File: config.mk
export PLATFORM = sky130hd
export DESIGN_NAME = dpram_port_arbiter
export DESIGN_NICKNAME = d
export VERILOG_FILES = /design/src/rtl/dpram_arb_pkg.sv /design/src/rtl/dpram_port_arbiter_rr_pick.sv /design/src/rtl/dpram_port_arbiter.sv
export SDC_FILE = /design/constraint.sdc
export NUM_CORES = 1
export LEC_CHECK = 0
export BUFFER_PORTS_ARGS = -buffer_cell sky130_fd_sc_hd__buf_4
export CAP_MARGIN = 5
export CORE_MARGIN = 5
export CORE_UTILIZATION = 41
export DETAILED_ROUTE_END_ITERATION = 7
export PLACE_DENSITY = 0.79
export SLEW_MARGIN = 0
export SYNTH_ARGS = -nofsm -noshare
export SYNTH_HDL_FRONTEND = slang
export SYNTH_SLANG_ARGS = --single-unit
File: constraint.sdc
create_clock -name clk -period 2.5 [get_ports clk]
set_clock_uncertainty 0.05 [all_clocks]
set_input_delay 0.25 -clock clk [delete_from_list [all_inputs] [get_ports clk]]
set_output_delay 0.25 -clock clk [all_outputs]
set_load 0.03 [all_outputs]
File: src/rtl/dpram_arb_pkg.sv
// Shared defaults, state encoding and sizing helper for the DPRAM port-2 arbiter.
package dpram_arb_pkg;

    localparam int NREQ_DEF      = 4;
    localparam int AW_DEF        = 8;
    localparam int DW_DEF        = 16;
    localparam int MAX_BURST_DEF = 8;

    typedef enum logic {
        IDLE = 1'b0,
        BUSY = 1'b1
    } state_t;

    // Beat counter must hold values 0..MAX_BURST.
    function automatic int cnt_w(input int max_burst);
        return $clog2(max_burst + 1);
    endfunction

endpackage

File: src/rtl/dpram_port_arbiter_rr_pick.sv
// Combinational round-robin priority encoder: first set req bit at or after ptr.
module rr_pick #(
    parameter  int NREQ = 4,
    localparam int PW   = (NREQ > 1) ? $clog2(NREQ) : 1
) (
    input  logic [NREQ-1:0] req,
    input  logic [PW-1:0]   ptr,
    output logic [NREQ-1:0] win,
    output logic [PW-1:0]   idx,
    output logic            found
);

    logic [PW:0]   w_sum;
    logic [PW-1:0] w_j;

    always_comb begin
        win   = '0;
        idx   = '0;
        found = 1'b0;
        w_sum = '0;
        w_j   = '0;
        for (int k = 0; k < NREQ; k++) begin
            // ptr < NREQ, so a single subtraction wraps the search index.
            w_sum = {1'b0, ptr} + (PW+1)'(k);
            if (w_sum >= (PW+1)'(NREQ))
                w_sum = w_sum - (PW+1)'(NREQ);
            w_j = w_sum[PW-1:0];
            if (!found && req[w_j]) begin
                found    = 1'b1;
                win[w_j] = 1'b1;
                idx      = w_j;
            end
        end
    end

endmodule

File: src/rtl/dpram_port_arbiter.sv
// Round-robin arbiter sharing RAM port 2 among NREQ cores; one beat per granted
// cycle, ack and read data one cycle after each beat.
module dpram_port_arbiter
    import dpram_arb_pkg::*;
#(
    parameter int NREQ      = NREQ_DEF,
    parameter int AW        = AW_DEF,
    parameter int DW        = DW_DEF,
    parameter int MAX_BURST = MAX_BURST_DEF
) (
    input  logic               clk,
    input  logic               rst,
    input  logic [NREQ-1:0]    req,
    input  logic [NREQ-1:0]    we,
    input  logic [NREQ*AW-1:0] addr,
    input  logic [NREQ*DW-1:0] wdata,
    output logic [NREQ-1:0]    gnt,
    output logic [NREQ-1:0]    ack,
    output logic [DW-1:0]      rdata,
    output logic [AW-1:0]      ram_addr,
    output logic [DW-1:0]      ram_din,
    input  logic [DW-1:0]      ram_dout,
    output logic               ram_rd,
    output logic               ram_wr
);

    localparam int PW = (NREQ > 1) ? $clog2(NREQ) : 1;
    localparam int CW = cnt_w(MAX_BURST);

    state_t          r_state;
    logic [NREQ-1:0] r_gnt;
    logic [PW-1:0]   r_gidx;
    logic [PW-1:0]   r_ptr;
    logic [CW-1:0]   r_cnt;
    logic [AW-1:0]   r_addr;
    logic [DW-1:0]   r_din;
    logic            r_ack_vld;
    logic [PW-1:0]   r_ack_idx;
    logic            r_ack_rd;
    logic [DW-1:0]   r_rdata;

    logic [AW-1:0]   w_addr_a  [NREQ];
    logic [DW-1:0]   w_wdata_a [NREQ];
    logic [NREQ-1:0] w_win;
    logic [PW-1:0]   w_widx;
    logic [PW-1:0]   w_nptr;
    logic            w_found;
    logic            w_beat;
    logic            w_we;
    logic            w_last;
    logic            w_others;
    logic            w_rd_ack;

    for (genvar i = 0; i < NREQ; i++) begin : g_split
        assign w_addr_a[i]  = addr[i*AW +: AW];
        assign w_wdata_a[i] = wdata[i*DW +: DW];
    end

    rr_pick #(.NREQ(NREQ)) u_pick (
        .req   (req),
        .ptr   (r_ptr),
        .win   (w_win),
        .idx   (w_widx),
        .found (w_found)
    );

    assign w_nptr   = (w_widx == PW'(NREQ-1)) ? '0 : w_widx + 1'b1;
    assign w_beat   = (r_state == BUSY) && req[r_gidx];
    assign w_we     = we[r_gidx];
    assign w_last   = (r_cnt == CW'(MAX_BURST-1));
    assign w_others = |(req & ~r_gnt);

    always_ff @(posedge clk or posedge rst) begin
        if (rst) begin
            r_state <= IDLE;
            r_gnt   <= '0;
            r_gidx  <= '0;
            r_ptr   <= '0;
            r_cnt   <= '0;
        end else begin
            case (r_state)
                IDLE: begin
                    if (w_found) begin
                        r_state <= BUSY;
                        r_gnt   <= w_win;
                        r_gidx  <= w_widx;
                        r_cnt   <= '0;
                        r_ptr   <= w_nptr;
                    end
                end
                BUSY: begin
                    if (!w_beat) begin
                        r_state <= IDLE;
                        r_gnt   <= '0;
                    end else if (w_last) begin
                        // Burst limit only ends the grant when someone else is waiting.
                        r_cnt <= '0;
                        if (w_others) begin
                            r_state <= IDLE;
                            r_gnt   <= '0;
                        end
                    end else begin
                        r_cnt <= r_cnt + 1'b1;
                    end
                end
                default: begin
                    r_state <= IDLE;
                    r_gnt   <= '0;
                end
            endcase
        end
    end

    always_ff @(posedge clk or posedge rst) begin
        if (rst) begin
            r_addr    <= '0;
            r_din     <= '0;
            r_ack_vld <= 1'b0;
            r_ack_idx <= '0;
            r_ack_rd  <= 1'b0;
            r_rdata   <= '0;
        end else begin
            if (w_beat) begin
                r_addr <= w_addr_a[r_gidx];
                r_din  <= w_wdata_a[r_gidx];
            end
            r_ack_vld <= w_beat;
            r_ack_idx <= r_gidx;
            r_ack_rd  <= w_beat && !w_we;
            if (w_rd_ack)
                r_rdata <= ram_dout;
        end
    end

    assign w_rd_ack = r_ack_vld && r_ack_rd;

    assign gnt      = r_gnt;
    assign ack      = r_ack_vld ? (NREQ'(1) << r_ack_idx) : '0;
    assign rdata    = w_rd_ack ? ram_dout : r_rdata;
    assign ram_addr = w_beat ? w_addr_a[r_gidx]  : r_addr;
    assign ram_din  = w_beat ? w_wdata_a[r_gidx] : r_din;
    assign ram_rd   = w_beat && !w_we;
    assign ram_wr   = w_beat && w_we;

endmodule

==> results_dict.tcl <==
set metrics [dict create \
    design.core.area_sq_mm 0.00781 \
    yosysWarnings 0 \
    crit_family "compound AO/OA/AOI/OAI gates" \
    critPathMaxFanout 8 \
    final_cell_mix "buf_4 (180), dfrtp_1 (55), mux2_2 (42), mux4_2 (29), nor2_1 (16)" \
    postCtsSetupBuffers 0 \
    wl_per_cell_um 18.9 \
    synth_edf_count 0 \
    remaining_drc_errors 0 \
    clkTransAtPathRegs_ns 0.07 \
    vias_per_cell 5.24 \
    final.setup.tns_ns 0 \
    io_buffers 171 \
    fmax_mhz 418 \
    crit_path_cell_trace "inv_1, ha_4, mux4_2, buf_4, a221oi_1, a211o_1, nor2_1, o2bb2a_2" \
    dr.pass1.iters 6 \
    layout_setup_ws_ns 0.109 \
    dieArea_sq_mm 0.00999 \
    grt_setup_unrepaired "false" \
    hpwlAfterDp_um 7870 \
    leakagePower_nw 2.37 \
    num-fill-cells 621 \
    overflow 0 \
    hold_viol 0 \
    pin_count 172 \
    grt_max_degree 34 \
    netlist_area_sq_mm 0.00332 \
    antenna_found_initial 0 \
    tritoncts "yes" \
    gr-usage-all-layers 0.205 \
    die_height_um 99.9 \
    final_common_cell "buf_4" \
    synth.avg_cell_area_sq_um 13.4 \
    fin_cells 534 \
    clock_latency_ns 0.32 \
    num_antenna_cells 0 \
    hold_path.class "input port to flop" \
    floorplan.initialDensity 0.425 \
    dp_slack_ns 0.0651 \
    synth-seq-cells 57 \
    max_slew_margin 0.549 \
    slowest_delay_ns 0.54 \
    gp_congestion 0.894 \
    clockBufferDepth 2 \
    hold_ws_ns 0.131 \
    final_area_sq_mm 0.00500 \
    ant_nets 0 \
    worst_setup_path_end_kind "flop" \
    layout.nets 558 \
    cp.required_ns 2.67 \
    r2r_start "r_ptr[1]" \
    path_class "flop to flop" \
    slew_viol_final 0 \
    numCtsBuffers 9 \
    start_kind "flop" \
    finalSetupViolations 0 \
    drive_above_1_share 0.644 \
    arrival_ns 2.56 \
    peakVddDrop_mv 0.579 \
    wl_um 10100 \
    timing.final.crit_share 0.956 \
    path_buf_inv 2 \
    dpl_cell_area_sq_mm 0.00474 \
    std_cell_rows 32 \
    grt_pass1_wl_um 16000 \
    ys.flop_type "dfrtp_1" \
    slowest_stage "mux4_2" \
    cts.sinks 57 \
    worst_pin_slew_ns 0.674 \
    async_flop_share 1.00 \
    cts-root-buf "clkbuf_8" \
    dp.cells 517 \
    fin_crit_ns 2.39 \
    synth_cells 248 \
    syn_to_final_growth_pct 50.7 \
    max_cap_violations 0 \
    syn-num-nets 379 \
    min-delay-start "ram_dout[5]" \
    synth.distinct_cells 40 \
    power_density_mw_per_mm2 1440 \
    post-route-util 0.640 \
    via_count 2796 \
    die_w_um 99.9 \
    status "completed" \
    yosysSeqAreaShare 0.430 \
    drtIter0Drc 107 \
    power_mw 7.22 \
    grt_pass1_vias 3091 \
    h-tree-depth 3 \
    startpoint "r_ptr[1]" \
]
-- worst register-to-register path: cells and delay by family (launching register included) --
kind / cells / cell delay [ns]
multiplexers: 1 / 0.54
flip-flops: 1 / 0.36
AND/OR/NAND/NOR: 1 / 0.04
AO/OA/AOI/OAI: 3 / 0.74
buffers and inverters: 2 / 0.27
adder cells (fa/ha/maj): 1 / 0.29
-- worst paths after layout --
path	endpoint	slack (ns)	cells past startpoint
max	gnt[2]	0.11	8
max reg2reg	gnt[2]	0.11	8
max in group asynchronous	async pin	1.38	4
min	r_rdata[5]	0.13	2
min in group asynchronous	r_din[14]	0.35	3
min reg2reg	r_din[3]	0.44	1
-- state kept, by name, summed over array words and instances (netlist names), named ones only --
| signal | count |
|---|---|
| gnt | 4 |
| r_ack_idx | 2 |
| r_ack_rd | 1 |
| r_ack_vld | 1 |
| r_addr | 8 |
| r_cnt | 4 |
| r_din | 16 |
| r_gidx | 2 |
| r_ptr | 1 |
| r_rdata | 16 |
| r_state | 1 |
-- cell type report --
| type | count | area [sq um] | share of cell area |
|---|---|---|---|
| clock buffer | 11 | 141 | 0.0283 |
| clock inverter | 5 | 78.8 | 0.0158 |
| inverter | 13 | 53.8 | 0.0108 |
| multi-input combinational | 164 | 1780 | 0.357 |
| sequential | 57 | 1430 | 0.286 |
| tap | 102 | 128 | 0.0255 |
| timing repair buffer | 182 | 1380 | 0.276 |
-- what timing repair did --
item | CTS | global route
hold endpoints to repair | 6 | 0
gates resized for setup | 4 | 5
endpoints found under the setup margin | 25 | 20
hold buffers | 1 | 0
-- where the power goes --
| group | total (mW) | switching, mW | internal [mW] |
|---|---|---|---|
| Combinational | 4.73 | 2.62 | 2.11 |
| Clock | 0.935 | 0.348 | 0.587 |
| Sequential | 1.56 | 0.184 | 1.37 |
-- per-layer routing --
layer  vias up  share of wire  wire, um  track usage
li1       1295              -         -            -
met1      1361           0.38      3810        0.246
met5         -              0         0            0
met3        15          0.085       859       0.0591
met4         0          0.015       149       0.0504
met2       125           0.52      5250        0.363
-- cell families after synthesis --
family	synth area share
compound gates	0.0868
xor+xnor	0.00528
fa+ha+maj	0.0340
buf+inv	0.0385
flops	0.430
mux	0.349
simple gates	0.0562
-- synthesized netlist by cell type, drive strengths merged (5+ instances only) --
cell type  instances  area [sq um]
mux4              29           653
nor2              16          60.1
buf                8          55.1
a21oi              6          30.0
o21ai             10          50.1
mux2              43           484
nand2             10          37.5
dfrtp             57          1430
a221oi             5          50.0
ha                 9           113
inv               13          48.8
a211o              8          71.3
clkbuf             6          23.8
(Power assumes the default switching activity.)
